## config.mk

```make
export PLATFORM = sky130hd
export DESIGN_NAME = zone_alarm_ctrl
export DESIGN_NICKNAME = d
export VERILOG_FILES = /design/src/rtl/zone_alarm_ctrl.sv
export SDC_FILE = /design/constraint.sdc
export NUM_CORES = 1
export LEC_CHECK = 0
export ABC_AREA = 0
export CAP_MARGIN = 25
export CORE_ASPECT_RATIO = 2
export CORE_UTILIZATION = 38
export CTS_CLUSTER_DIAMETER = 50
export DETAILED_ROUTE_END_ITERATION = 10
export PLACE_DENSITY = 0.66
export SKIP_CTS_REPAIR_TIMING = 1
export SYNTH_ARGS = -nofsm -noshare
export SYNTH_HDL_FRONTEND = slang
export SYNTH_SLANG_ARGS = --single-unit
export TNS_END_PERCENT = 20
```

## constraint.sdc

```tcl
create_clock -name clock -period 4 [get_ports clock]
set_input_delay 1.2 -clock clock [delete_from_list [all_inputs] [get_ports clock]]
set_output_delay 1.2 -clock clock [all_outputs]
set_load 0.05 [all_outputs]
```

## src/rtl/zone_alarm_ctrl.sv

```systemverilog
// zone_alarm_ctrl: door-zone vehicle alarm with arming sequence and delay timer; ZONE_ALARM_LOG_EN enables the alarm entry counter
module zone_alarm_ctrl #(
  parameter int N_DOORS = 4,
  parameter int TW = 4,
  parameter int CLK_DIV = 100_000_000
) (
  input  logic               clock,
  input  logic               reset,
  input  logic               ignition,
  input  logic [N_DOORS-1:0] door,
  input  logic [TW-1:0]      t_arm,
  input  logic [TW-1:0]      t_driver,
  input  logic [TW-1:0]      t_pass,
  input  logic [TW-1:0]      t_siren,
  output logic               status,
  output logic               siren_en,
  output logic [2:0]         state,
  output logic [N_DOORS-1:0] trig_zone,
  output logic [TW-1:0]      remaining,
  output logic [7:0]         alarm_count
);
  localparam int PW = CLK_DIV > 1 ? $clog2(CLK_DIV) : 1;
  localparam logic [PW-1:0] P_MAX = PW'(CLK_DIV - 1);
  typedef enum logic [2:0] {ARMED = 3'd0, DISARMED = 3'd1, TRIGGER = 3'd2, ALARM = 3'd3, SILENCE = 3'd4} main_t;
  typedef enum logic [1:0] {WAIT_IGN_OFF, WAIT_DRV_OPEN, WAIT_CLOSE, ARM_DELAY} arm_t;
  main_t st, st_n;
  arm_t arm, arm_n;
  logic [PW-1:0] presc;
  logic [TW-1:0] timer, load_val;
  logic tick, expired, load, blink, any_door;
  assign any_door = |door;
  assign tick = presc == P_MAX;
  assign expired = tick && timer == TW'(1);
  assign status = st == ARMED ? blink : st != DISARMED;
  assign state = st;
  assign remaining = timer;
  // main FSM next state and timer load; ignition overrides everything, a load wins over a pending tick
  always_comb begin
    st_n = st;
    load = 1'b0;
    load_val = t_siren;
    if (ignition) st_n = DISARMED;
    else case (st)
      ARMED: if (any_door) begin
        st_n = TRIGGER;
        load = 1'b1;
        load_val = door[0] ? t_driver : t_pass;
      end
      TRIGGER: if (expired) begin
        st_n = ALARM;
        load = 1'b1;
      end
      ALARM: if (!any_door) begin
        st_n = SILENCE;
        load = 1'b1;
      end
      SILENCE: st_n = any_door ? ALARM : expired ? ARMED : SILENCE;
      DISARMED: begin
        if (arm == WAIT_CLOSE && !any_door) begin
          load = 1'b1;
          load_val = t_arm;
        end
        if (arm == ARM_DELAY && !any_door && expired) st_n = ARMED;
      end
      default: st_n = ARMED;
    endcase
  end
  // arming sub-FSM only advances while staying in DISARMED with ignition off
  always_comb begin
    arm_n = (ignition || st_n != DISARMED) ? WAIT_IGN_OFF
      : arm == WAIT_IGN_OFF ? WAIT_DRV_OPEN
      : arm == WAIT_DRV_OPEN ? (door[0] ? WAIT_CLOSE : WAIT_DRV_OPEN)
      : any_door ? WAIT_CLOSE : ARM_DELAY;
  end
  // state registers, registered siren and trigger zone capture
  always_ff @(posedge clock or posedge reset) begin
    if (reset) begin
      st <= ARMED;
      arm <= WAIT_IGN_OFF;
      siren_en <= 1'b0;
      trig_zone <= '0;
    end else begin
      st <= st_n;
      arm <= arm_n;
      siren_en <= st_n == ALARM || st_n == SILENCE;
      if (st_n == DISARMED) trig_zone <= '0;
      else if (st == ARMED && st_n == TRIGGER) trig_zone <= door;
    end
  end
  // 1 s prescaler restarted by each load, blink phase and seconds timer (zero loads as one)
  always_ff @(posedge clock or posedge reset) begin
    if (reset) begin
      presc <= '0;
      timer <= '0;
      blink <= 1'b0;
    end else begin
      blink <= blink ^ tick;
      presc <= (load || tick) ? '0 : presc + 1'b1;
      if (load) timer <= load_val == '0 ? TW'(1) : load_val;
      else if (tick && timer != '0) timer <= timer - 1'b1;
    end
  end
`ifdef ZONE_ALARM_LOG_EN
  logic [7:0] cnt;
  // saturating count of TRIGGER to ALARM entries
  always_ff @(posedge clock or posedge reset) begin
    if (reset) cnt <= 8'd0;
    else if (st == TRIGGER && st_n == ALARM && cnt != 8'hFF) cnt <= cnt + 8'd1;
  end
  assign alarm_count = cnt;
`else
  assign alarm_count = 8'd0;
`endif
endmodule

```

# Word-level counts from Yosys, hierarchy flattened
# Index checks and enable logic that the tools add are counted.
dict set report classes {
  add_sub_neg 2
  magnitude_cmp 0
  mux 31
  n_eq_ne 15
  n_reduce_logical 17
  n_div 0
  bitwise_logic 1
  n_mul 0
  shifts 0
}
# operator count
set ops {}
lappend ops {{$mux W4} 9}
lappend ops {{$add A27 B1 Y27 const B} 1}
lappend ops {{$eq A27 B27 Y1 const B} 1}
lappend ops {{$mux W27} 1}
lappend ops {{$mux W3} 7}
lappend ops {{$pmux W3 S5} 1}
lappend ops {{$eq A3 B2 Y1 const B} 4}
lappend ops {{$mux W2} 4}
lappend ops {{$pmux W4 S2} 1}
lappend ops {{$mux W1} 7}
lappend ops {{$eq A3 B1 Y1 const B} 2}
lappend ops {{$eq A3 B3 Y1 const B} 2}
lappend ops {{$logic_and A1 B1 Y1} 6}
lappend ops {{$ne A3 B1 Y1 const B} 2}
lappend ops {{$eq A2 B2 Y1 const B} 2}
lappend ops {{$eq A4 B1 Y1 const B} 1}
lappend ops {{$logic_not A4 Y1} 1}
lappend ops {{$pmux W1 S4} 1}
lappend ops {{$reduce_bool A2 Y1} 2}
lappend ops {{$reduce_bool A4 Y1} 1}
lappend ops {{$reduce_or A4 Y1} 1}
lappend ops {{$sub A4 B1 Y4 const B} 1}
lappend ops {{$logic_not A3 Y1} 1}
lappend ops {{$logic_or A1 B1 Y1} 3}
lappend ops {{4 further kinds} 4}
dict set report totals {
  inputBits 23
  ramBits 0
  romBits 0
  output_inout_bits 21
  latchBits 0
  mem_count 0
  wordCells 73
  reg_bits 42
}

# Depth between registers and ports, before layout
# Gate-level depths: netlist of run 1.
dict set report logic_depth {
  word_depth 11
  mapped_depth 8
  ltp_nobuf 7
}

# Worst setup path before layout of run 1
# No wires, ideal clock.
dict set report synth_timing {
  path_kind {reg2out}
  from {register st[0] (netlist: state[0])}
  to {output port status}
  n_path_buf 2
  path_slack_ns 0.750
  path_stages_with_launch 4
  required_time_ns 2.800
  t_arrival_ns 2.050
  path_cell_list {dfrtp_1 -> clkbuf_1 -> clkbuf_8 -> o21ai_0}
}
dict set report synth_between {
  elab_chain_cells 2
  elab_cells_between_ends 3
  classes_between {eq/ne (1); mux (1); reduce/logical (1)}
}
# element line
set synth_rtl {}
lappend synth_rtl {{from (decl)} 26} ;# main_t st, st_n;
lappend synth_rtl {{from (signal assigned)} 83} ;# st <= st_n;
lappend synth_rtl {{$ne A3 B1 Y1 or $logic_not A3 Y1 (tied branches)} 34} ;# assign status = st == ARMED ? blink : st != DISARMED;
lappend synth_rtl {{$mux W1 (*)} 34}
lappend synth_rtl {{to (decl)} 15} ;# output logic status,
# Every way passes the cells marked *; elsewhere a longest branch is shown, timed or not.

# Worst setup path after layout of run 1
dict set report layout_timing {
  from {input port door[0]}
  to {register presc[4]}
}
dict set report layout_between {
  elab_chain_cells 8
  elab_cells_between_ends 10
  classes_between {mux (6); reduce/logical (4)}
}
# element line
set layout_rtl {}
lappend layout_rtl {{from (decl)} 10} ;# input logic [N_DOORS-1:0] door,
lappend layout_rtl {{$reduce_or A4 Y1 (*)} 31} ;# assign any_door = |door;
lappend layout_rtl {{$logic_not A1 Y1} 59} ;# if (arm == WAIT_CLOSE && !any_door) begin
lappend layout_rtl {{$logic_and A1 B1 Y1} 59}
lappend layout_rtl {{$mux W1} 59}
lappend layout_rtl {{$pmux W1 S4 (*)} 43} ;# else case (st)
lappend layout_rtl {{$mux W1 (*)} 42} ;# if (ignition) st_n = DISARMED;
lappend layout_rtl {{$logic_or A1 B1 Y1 (*)} 98} ;# presc <= (load || tick) ? '0 : presc + 1'b1;
lappend layout_rtl {{$mux W27 (*)} 98}
lappend layout_rtl {{to (signal assigned)} 98}
lappend layout_rtl {{to (decl)} 28} ;# logic [PW-1:0] presc;
# Marked as above.
# A chain may end at the register's enable or synchronous reset.

==> metrics, run 1 <==
slowest CP cell=or4_1; layout cell share with drive strength beyond 1=8.94%; Warnings, synthesis=0; I/O Buffers=35; Tmin final=3370 ps; total CTS buffers=5; worst r2r src=presc[8]; Syn Std Cell Area=2440 sq um; CP max FO=27; FF+latch count, synth=42; Final Hold Fails=0; Logic pwr share=between 20 and 25%; total internal power=0.000931 W; Final Max Slew Viols=0; post-synthesis sequential area ratio=a little over two fifths; Switching Power=0.000417 W; Via density=5.19; Hold WC Path Type=flop to flop; f_max=approximately 300 MHz; drt wl/cell=14.3 microns; switching share of power=30.9%; routability cong.=0.834; Mean Syn Cell Area=9.30 sq um; share of the synthesized area in the top cell type=43.1%; async set-reset flop share out of synthesis=between 90% and 100%; DP Area=2850 sq um; CP startpoint=door[0]; RSZ-0062 raised after global routing=false; Final #Nets=~330; outcome=finished, final reports clean; Worst VDD drop=0.000270 V; cell row count=40; Sink Count=42; post-layout util=49.5%; global-route usage over all layers=roughly 18%; fillcell total=619; CTS tree=built; Core Area=6110 sq um; die span in y=115 microns; routed vias=~2000; Synth cell types=50; H-tree depth=2; maximum root-to-sink buffer count=2; min-delay src=presc[0]; final setup vio count=0; full die area=approximately 6800 sq um; Leak=1.30 nW; clock skew=3.10 ps; number of DRC markers in iteration 0=116; vias in the first global route=about 2100; DP HPWL=4250 microns; Crit. End Element=flop; Slew @ Worst Pin=958 ps; Flop pwr share=45.5%; final instance area=3020 sq um; Antenna Nets Post-Route=0; Crit Path Category=input port to flop; DRC Markers=0; Crit path arrival time=roughly 3600 ps; worst-path cell chain=clkdlybuf4s50_1, or4_1, nand2_1, nand2_1, or2_1, nor2_1; Layout area overhead=24.0%; startpoint type of the worst setup path=input port; Final TNS setup=0 ps; Post-synth EDFFs=0; max-cap violation count=0; n_diodes=0; IO Pins=44; DIE WIDTH=58.6 microns; Mapped Cells=262; TritonRoute pass-1 iters=5; initial antenna violation count=0; root buffer cell=clkbuf_16; slowest stage delay, CP=slightly below 700 ps; clk_lat worst skew=roughly 280 ps; Main synth FF type=dfrtp_1; main area contributors after synthesis=dfrtp_1 43%, nor2_1 6.8%, xnor2_1 5.0%, xor2_1 4.7%, buf_4 3.4%; largest net degree at the start of global routing=28; Top cell by count, worst path=nand2_1; commonest non-fill, non-tap cell in the layout=nor2_1; Pwr Density=446 nW/um^2; period utilization=84.3%; DRT Wirelength=between 5000 and 6000 microns; clk slew on worst S/H paths=60 ps; Initial Util=39.9%; global route total overflow=0; clock share of power=between 30% and 40%; Yosys top cell by area=dfrtp_1; most frequent cells in the layout=44 x nor2_1, 42 x dfrtp_1, 35 x clkdlybuf4s50_1, 19 x nand2_1; Rel. slew slack=a little over a third; Req. time, crit path=roughly 4200 ps; first-pass GRT wire length=9170 microns
## Yosys cell counts, drive strengths merged, types with 2 or more instances
master,instances
nor4,4
nand3,11
mux2,2
mux2i,8
o21ai,5
and3,6
buf,12
xnor2,14
nor2,44
or4,5
o211ai,2
a21oi,6
a22oi,4
ha,3
inv,14
xor2,13
or2,3
dfrtp,42
nor3b,2
nand4,8
o32ai,2
nand2b,2
nor2b,5
a32oi,3
nor3,6
clkbuf,3
nand2,19
## area by class of cell
cell class / instances / area (sq um) / share of cell area (%)
Tap cell: 84 / 105 / 3.48
Clock inverter: 3 / 43.8 / 1.45
Inverter: 14 / 52.6 / 1.74
Sequential cell: 42 / 1050 / 34.8
Clock buffer: 5 / 125 / 4.14
Timing Repair Buffer: 40 / 388 / 12.8
Multi-Input combinational cell: 198 / 1260 / 41.6
## registers in the layout, indices dropped and copies added (netlist names)
register	count
trig_zone	4
presc	27
state	3
remaining	4
siren_en	1
blink	1
arm	2
## power groups by stage
stage,clock [W],combinational (W),sequential [W]
after floorplan,0,0.000190,0.000616
after global placement,0,0.000270,0.000617
after detailed placement,0,0.000276,0.000620
after CTS,0.000468,0.000279,0.000614
after global routing,0.000485,0.000308,0.000627
final,0.000460,0.000275,0.000614
## final timing paths
| check | to | slack, ps | depth (start not counted) |
|---|---|---|---|
| max | presc[4] | 630 | 6 |
| min | presc[0] | 500 | 1 |
| max reg2reg | presc[4] | 1020 | 5 |
| min reg2reg | presc[0] | 500 | 1 |
| max in group asynchronous | siren_en | 1900 | 3 |
| min in group asynchronous | presc[4] | 1310 | 2 |
## per-stage QoR
step	hold slack (ps)	instances	total power, W	worst slack (ps)
finish	502	386	0.00135	630
global route	533	386	0.00142	492
CTS	504	386	0.00136	612
detailed placement	496	378	0.000896	337
global placement	492	378	0.000887	392
floorplan	451	269	0.000805	750
## worst max-delay path: cells and delay by family
kind / cells / cell delay [ps]
buffers and inverters: 1 / 500
AND/OR/NAND/NOR: 5 / 1870
## logic make-up (layout without fill, tap and decap cells)
| kind of cell | after synthesis | after routing | synth area share, % |
|---|---|---|---|
| multiplexers | 10 | 10 | 4.21 |
| adder cells (fa/ha/maj) | 3 | 3 | 1.54 |
| flip-flops | 42 | 42 | 43.1 |
| other | 1 | 8 | 0.154 |
| AO/OA/AOI/OAI | 32 | 32 | 10.1 |
| AND/OR/NAND/NOR | 118 | 118 | 24.5 |
| XOR/XNOR | 27 | 27 | 9.71 |
| buffers and inverters | 29 | 62 | 6.63 |
## per-layer routing
metal / vias to the layer above / wire length [microns] / track usage, % / part of all wire (%)
li1: 968 / - / - / -
met1: 977 / 1910 / 16.1 / 35
met2: 45 / 3260 / 35.9 / 59
met3: 13 / 168 / 2.14 / 3.0
met4: 0 / 180 / 10.0 / 3.3
met5: - / 0 / 0 / 0
No activity file was read; power rests on OpenSTA's default activity.
==> inputs of run 2 (changes only) <==
PLACE_DENSITY = 0.68   (was 0.66)
clock period = 2.9 ns   (was 4 ns; I/O delays follow)
==> metrics, run 2 (synthesis gave the netlist of run 1 again) <==
outcome=finished, final reports clean; RSZ-0062 raised after global routing=false; I/O Buffers=35 (unchanged); clock skew=2.89 ps (-0.209 ps); Worst VDD drop=0.000403 V (+50%); CTS tree=built; Slew @ Worst Pin=529 ps (-429 ps); DP HPWL=4320 microns (+1.7%); commonest non-fill, non-tap cell in the layout=nor2_1; root buffer cell=clkbuf_16; startpoint type of the worst setup path=flop; Rel. slew slack=64.7% (+29 points); worst path bufs/invs=1 (unchanged); routed vias=2026 (+1.1%); CP max FO=9 (-67%); n_diodes=0 (unchanged); Antenna Nets Post-Route=0 (unchanged); Req. time, crit path=2030 ps (-2170 ps); Final Hold Fails=0 (unchanged); routability cong.=0.897 (+7.4%); Layout area overhead=27.1%; global route total overflow=0 (unchanged); vias in the first global route=2062 (-0.77%); initial antenna violation count=0 (unchanged); max-cap violation count=0 (unchanged); Sink Count=42 (unchanged); worst-path cell chain=nor2_1, o21ai_1, clkdlybuf4s50_1; Hold WC Path Type=flop to flop; full die area=6750 sq um (unchanged); DRC Markers=0 (unchanged); Crit path arrival time=1790 ps (-1780 ps); clk_lat worst skew=280 ps (about the same); total CTS buffers=5 (unchanged); f_max=around 380 MHz; clk slew on worst S/H paths=60 ps (about the same); number of DRC markers in iteration 0=65 (-44%); DRT Wirelength=5660 microns (+2.6%); IO Pins=44 (unchanged); cell row count=40 (unchanged); TritonRoute pass-1 iters=4 (-1); period utilization=just over 90%; Tmin final=2660 ps; H-tree depth=2 (unchanged); Initial Util=39.9% (unchanged); Crit. End Element=output port; Post-Layout Cell Count=397 (+2.8%); post-route total power=0.00178 W (+32%); Crit Path Category=flop to output port; Final Max Slew Viols=0 (unchanged); DIE WIDTH=58.6 microns (unchanged); layout cell share with drive strength beyond 1=11.8% (+2.9 points); Final #Nets=338 (+3.4%); Pwr Density=575 nW/um^2 (+29%); die span in y=115 microns (unchanged); Fin Hold WS=510 ps (+7.90 ps); drt wl/cell=14.2 microns (-0.27%); slowest stage delay, CP=820 ps (+140 ps); placed cells=389 (+2.9%); largest register by flop count=presc; Core Area=6110 sq um (unchanged); CP delay by family, top=buffers and inverters; largest net degree at the start of global routing=43 (+54%); Leak=1.34 nW (+3.3%); maximum root-to-sink buffer count=2 (unchanged); most frequent cells in the layout=44 x nor2_1, 42 x dfrtp_1, 35 x clkdlybuf4s50_1, 19 x nand2_1, 15 x buf_4; Final TNS setup=0 ps (unchanged); slowest CP cell=clkdlybuf4s50_1; first-pass GRT wire length=9380 microns (+2.3%); final setup vio count=0 (unchanged); global-route usage over all layers=18.7% (+0.85 points); Via density=5.10 (-1.7%); max reg flops=27 (unchanged)
[run 2: cell types whose count changed in the layout (fill, tap and decap cells not counted)]
cell | before | now
bufinv_16 | 1 | 0
buf_12 | 0 | 1
clkbuf_8 | 0 | 1
o21ai_0 | 4 | 3
o21ai_1 | 0 | 1
clkbuf_1 | 0 | 1
inv_6 | 1 | 0
buf_4 | 5 | 15
[run 2: metrics by stage]
stage	setup WS [ps]	area, sq um	utilization, %
6_report	245	3100	50.7
5_1_grt	147	3100	50.7
4_1_cts	228	3100	50.7
3_5_place_dp	15.2	2950	48.3
3_3_place_gp	70.6	2950	48.3
2_1_floorplan	325	2460	-
[run 2: worst paths after layout]
path	cells past startpoint	slack [ps]	startpoint	end
min in group asynchronous	3	1010	reset	presc[1]
max reg2reg	7	320	presc[0]	siren_en
max	3	240	state[1]	status
min reg2reg	1	510	presc[0]	presc[0]
min	1	510	presc[0]	presc[0]
max in group asynchronous	3	1520	reset	presc[24]
[run 2: cell type report]
| class | count | area [sq um] |
|---|---|---|
| clock inverter | 1 | 5.00 |
| multi-input combinational | 198 | 1260 |
| inverter | 14 | 52.6 |
| clock buffer | 7 | 143 |
| sequential | 42 | 1050 |
| fill | 589 | 3010 |
| timing repair buffer | 51 | 483 |
| tap | 84 | 105 |
[run 2: worst register-to-register path: cells and delay by family, from the launching register on]
family,cells,cell delay [ps]
simple gates,4,1490
flops,1,410
compound gates,2,340
fa+ha+maj,1,230
[run 2: layer usage]
layer  track usage, %  share of wire (%)  up-vias
met5                0                  0        -
met4             11.9                4.3        0
met3             3.04                2.7       18
met2             35.6                 58       52
met1             17.6                 35      963
li1                 -                  -      993
[run 2: power breakdown]
group / switching [W] / internal, W / total, W
logic: 0.000208 / 0.000174 / 0.000382
registers: 0.000140 / 0.000707 / 0.000846
clock network: 0.000212 / 0.000341 / 0.000553
total: 0.000560 / 0.00122 / 0.00178
==> inputs of run 3 (changes only) <==
REMOVE_ABC_BUFFERS = 1   (was default)
SETUP_SLACK_MARGIN = 0.02   (was default)
==> metrics, run 3 (synthesis gave the netlist of run 1 again) <==
outcome=finished, final reports clean; Final Max Slew Viols=0 (unchanged); Hold WC Path Type=flop to flop; Layout area overhead=26.5%; Leak=1.33 nW (-0.74%); DP HPWL=4030 microns (-6.7%); startpoint type of the worst setup path=flop; cell row count=40 (unchanged); total CTS buffers=5 (unchanged); Crit Path Category=flop to output port; total internal power=0.00120 W (-1.8%); switching share of power=31.3% (-0.12 points); DRT Wirelength=5410 microns (-4.3%); slowest stage delay, CP=840 ps (+20 ps); first-pass GRT wire length=9230 microns (-1.6%); DRC Markers=0 (unchanged); initial antenna violation count=0 (unchanged); RSZ-0062 raised after global routing=false; Final Hold Fails=0 (unchanged); root buffer cell=clkbuf_16; global route total overflow=0 (unchanged); clock share of power=29.7% (-1.3 points); max reg flops=27 (unchanged); maximum root-to-sink buffer count=2 (unchanged); CP max FO=9 (unchanged); Sink Count=42 (unchanged); clk_lat worst skew=280 ps (about the same); commonest non-fill, non-tap cell in the layout=nor2_1; fillcell total=596 (+1.2%); Crit. End Element=output port; Rel. slew slack=64.6% (-0.13 points); f_max=377 MHz (+0.20%); Logic pwr share=22.1% (+0.6 points); number of DRC markers in iteration 0=80 (+23%); Req. time, crit path=2030 ps (about the same); period utilization=91.4% (-0.18 points); TritonRoute pass-1 iters=4 (unchanged); Worst VDD drop=0.000409 V (+1.4%); post-layout worst setup margin=250 ps (+5.35 ps); most frequent cells in the layout=44 x nor2_1, 42 x dfrtp_1, 35 x clkdlybuf4s50_1, 19 x nand2_1, 15 x buf_4; Tmin final=2650 ps (-5.35 ps); routability cong.=0.831 (-7.3%); die span in y=115 microns (unchanged); global-route usage over all layers=18.1% (-0.59 points); routed vias=2039 (+0.64%); Initial Util=39.9% (unchanged); Final TNS setup=0 ps (unchanged); post-layout util=50.5% (-0.25 points); Core Area=6110 sq um (unchanged); slowest CP cell=clkdlybuf4s50_1; layout cell share with drive strength beyond 1=11.2% (-0.60 points); CTS tree=built; Switching Power=0.000547 W (-2.3%); clock skew=3.70 ps (+0.811 ps); Via density=5.15 (+0.90%); Crit path arrival time=1780 ps (about the same); IO Pins=44 (unchanged); max-cap violation count=0 (unchanged); Flop pwr share=48.2% (+0.7 points); worst-path cell chain=nor2_1, o21ai_0, clkdlybuf4s50_1; final setup vio count=0 (unchanged); I/O Buffers=35 (unchanged); DIE WIDTH=58.6 microns (unchanged); drt wl/cell=13.7 microns (-4.1%); largest net degree at the start of global routing=43 (unchanged); full die area=6750 sq um (unchanged); vias in the first global route=2184 (+5.9%); clk slew on worst S/H paths=50 ps (about the same); Final #Nets=338 (unchanged); Antenna Nets Post-Route=0 (unchanged); n_diodes=0 (unchanged); Slew @ Worst Pin=531 ps (+2.00 ps); post-place setup slack=-1.82 ps (-17.0 ps); H-tree depth=2 (unchanged); largest register by flop count=presc; Pwr Density=567 nW/um^2 (-1.5%)
run 3: worst paths after layout:
kind                       startpoint            to  slack, ps  cells after the start
setup / recovery             state[1]        status        250                      3
hold / removal               presc[0]      presc[0]        490                      1
setup reg to reg             presc[0]      siren_en        360                      7
hold reg to reg              presc[0]      presc[0]        490                      1
max in group asynchronous       reset     presc[26]       1510                      3
min in group asynchronous       reset  trig_zone[2]       1020                      3
run 3: worst max-delay path: cells and delay by family, from the launching register on:
family          cells  cell delay, ps
simple gates        1              80
compound gates      1             100
flops               1             480
buf+inv             1             840
run 3: layer usage:
layer,part of all wire (%),vias up,track usage [%],wire [microns]
met5,0,-,0,0
li1,-,993,-,-
met3,3.9,19,3.49,213
met2,54,55,32.4,2940
met1,38,972,18.0,2030
met4,4.2,0,13.2,228
run 3: metrics by stage:
stage / cells / power, W / cell area [sq um] / hold slack [ps]
2_1_floorplan: 254 / 0.00110 / 2350 / 455
3_3_place_gp: 389 / 0.00122 / 2950 / 474
3_5_place_dp: 389 / 0.00124 / 2950 / 481
4_1_cts: 396 / 0.00177 / 3080 / 489
5_1_grt: 396 / 0.00186 / 3080 / 531
6_report: 396 / 0.00175 / 3080 / 485
run 3: power groups by stage:
stage | clock, W | sequential (W) | combinational [W]
2_1_floorplan | 0 | 0.000849 | 0.000251
3_3_place_gp | 0 | 0.000844 | 0.000378
3_5_place_dp | 0 | 0.000848 | 0.000388
4_1_cts | 0.000537 | 0.000841 | 0.000391
5_1_grt | 0.000560 | 0.000863 | 0.000437
6_report | 0.000518 | 0.000843 | 0.000386
run 3: final cells by class:
cell class,count,area (sq um),area share (%)
Clock buffer,7,133,4.31
Tap cell,84,105,3.41
Sequential cell,42,1050,34.1
Timing Repair Buffer,51,483,15.7
Multi-Input combinational cell,198,1260,40.8
Inverter,14,52.6,1.71
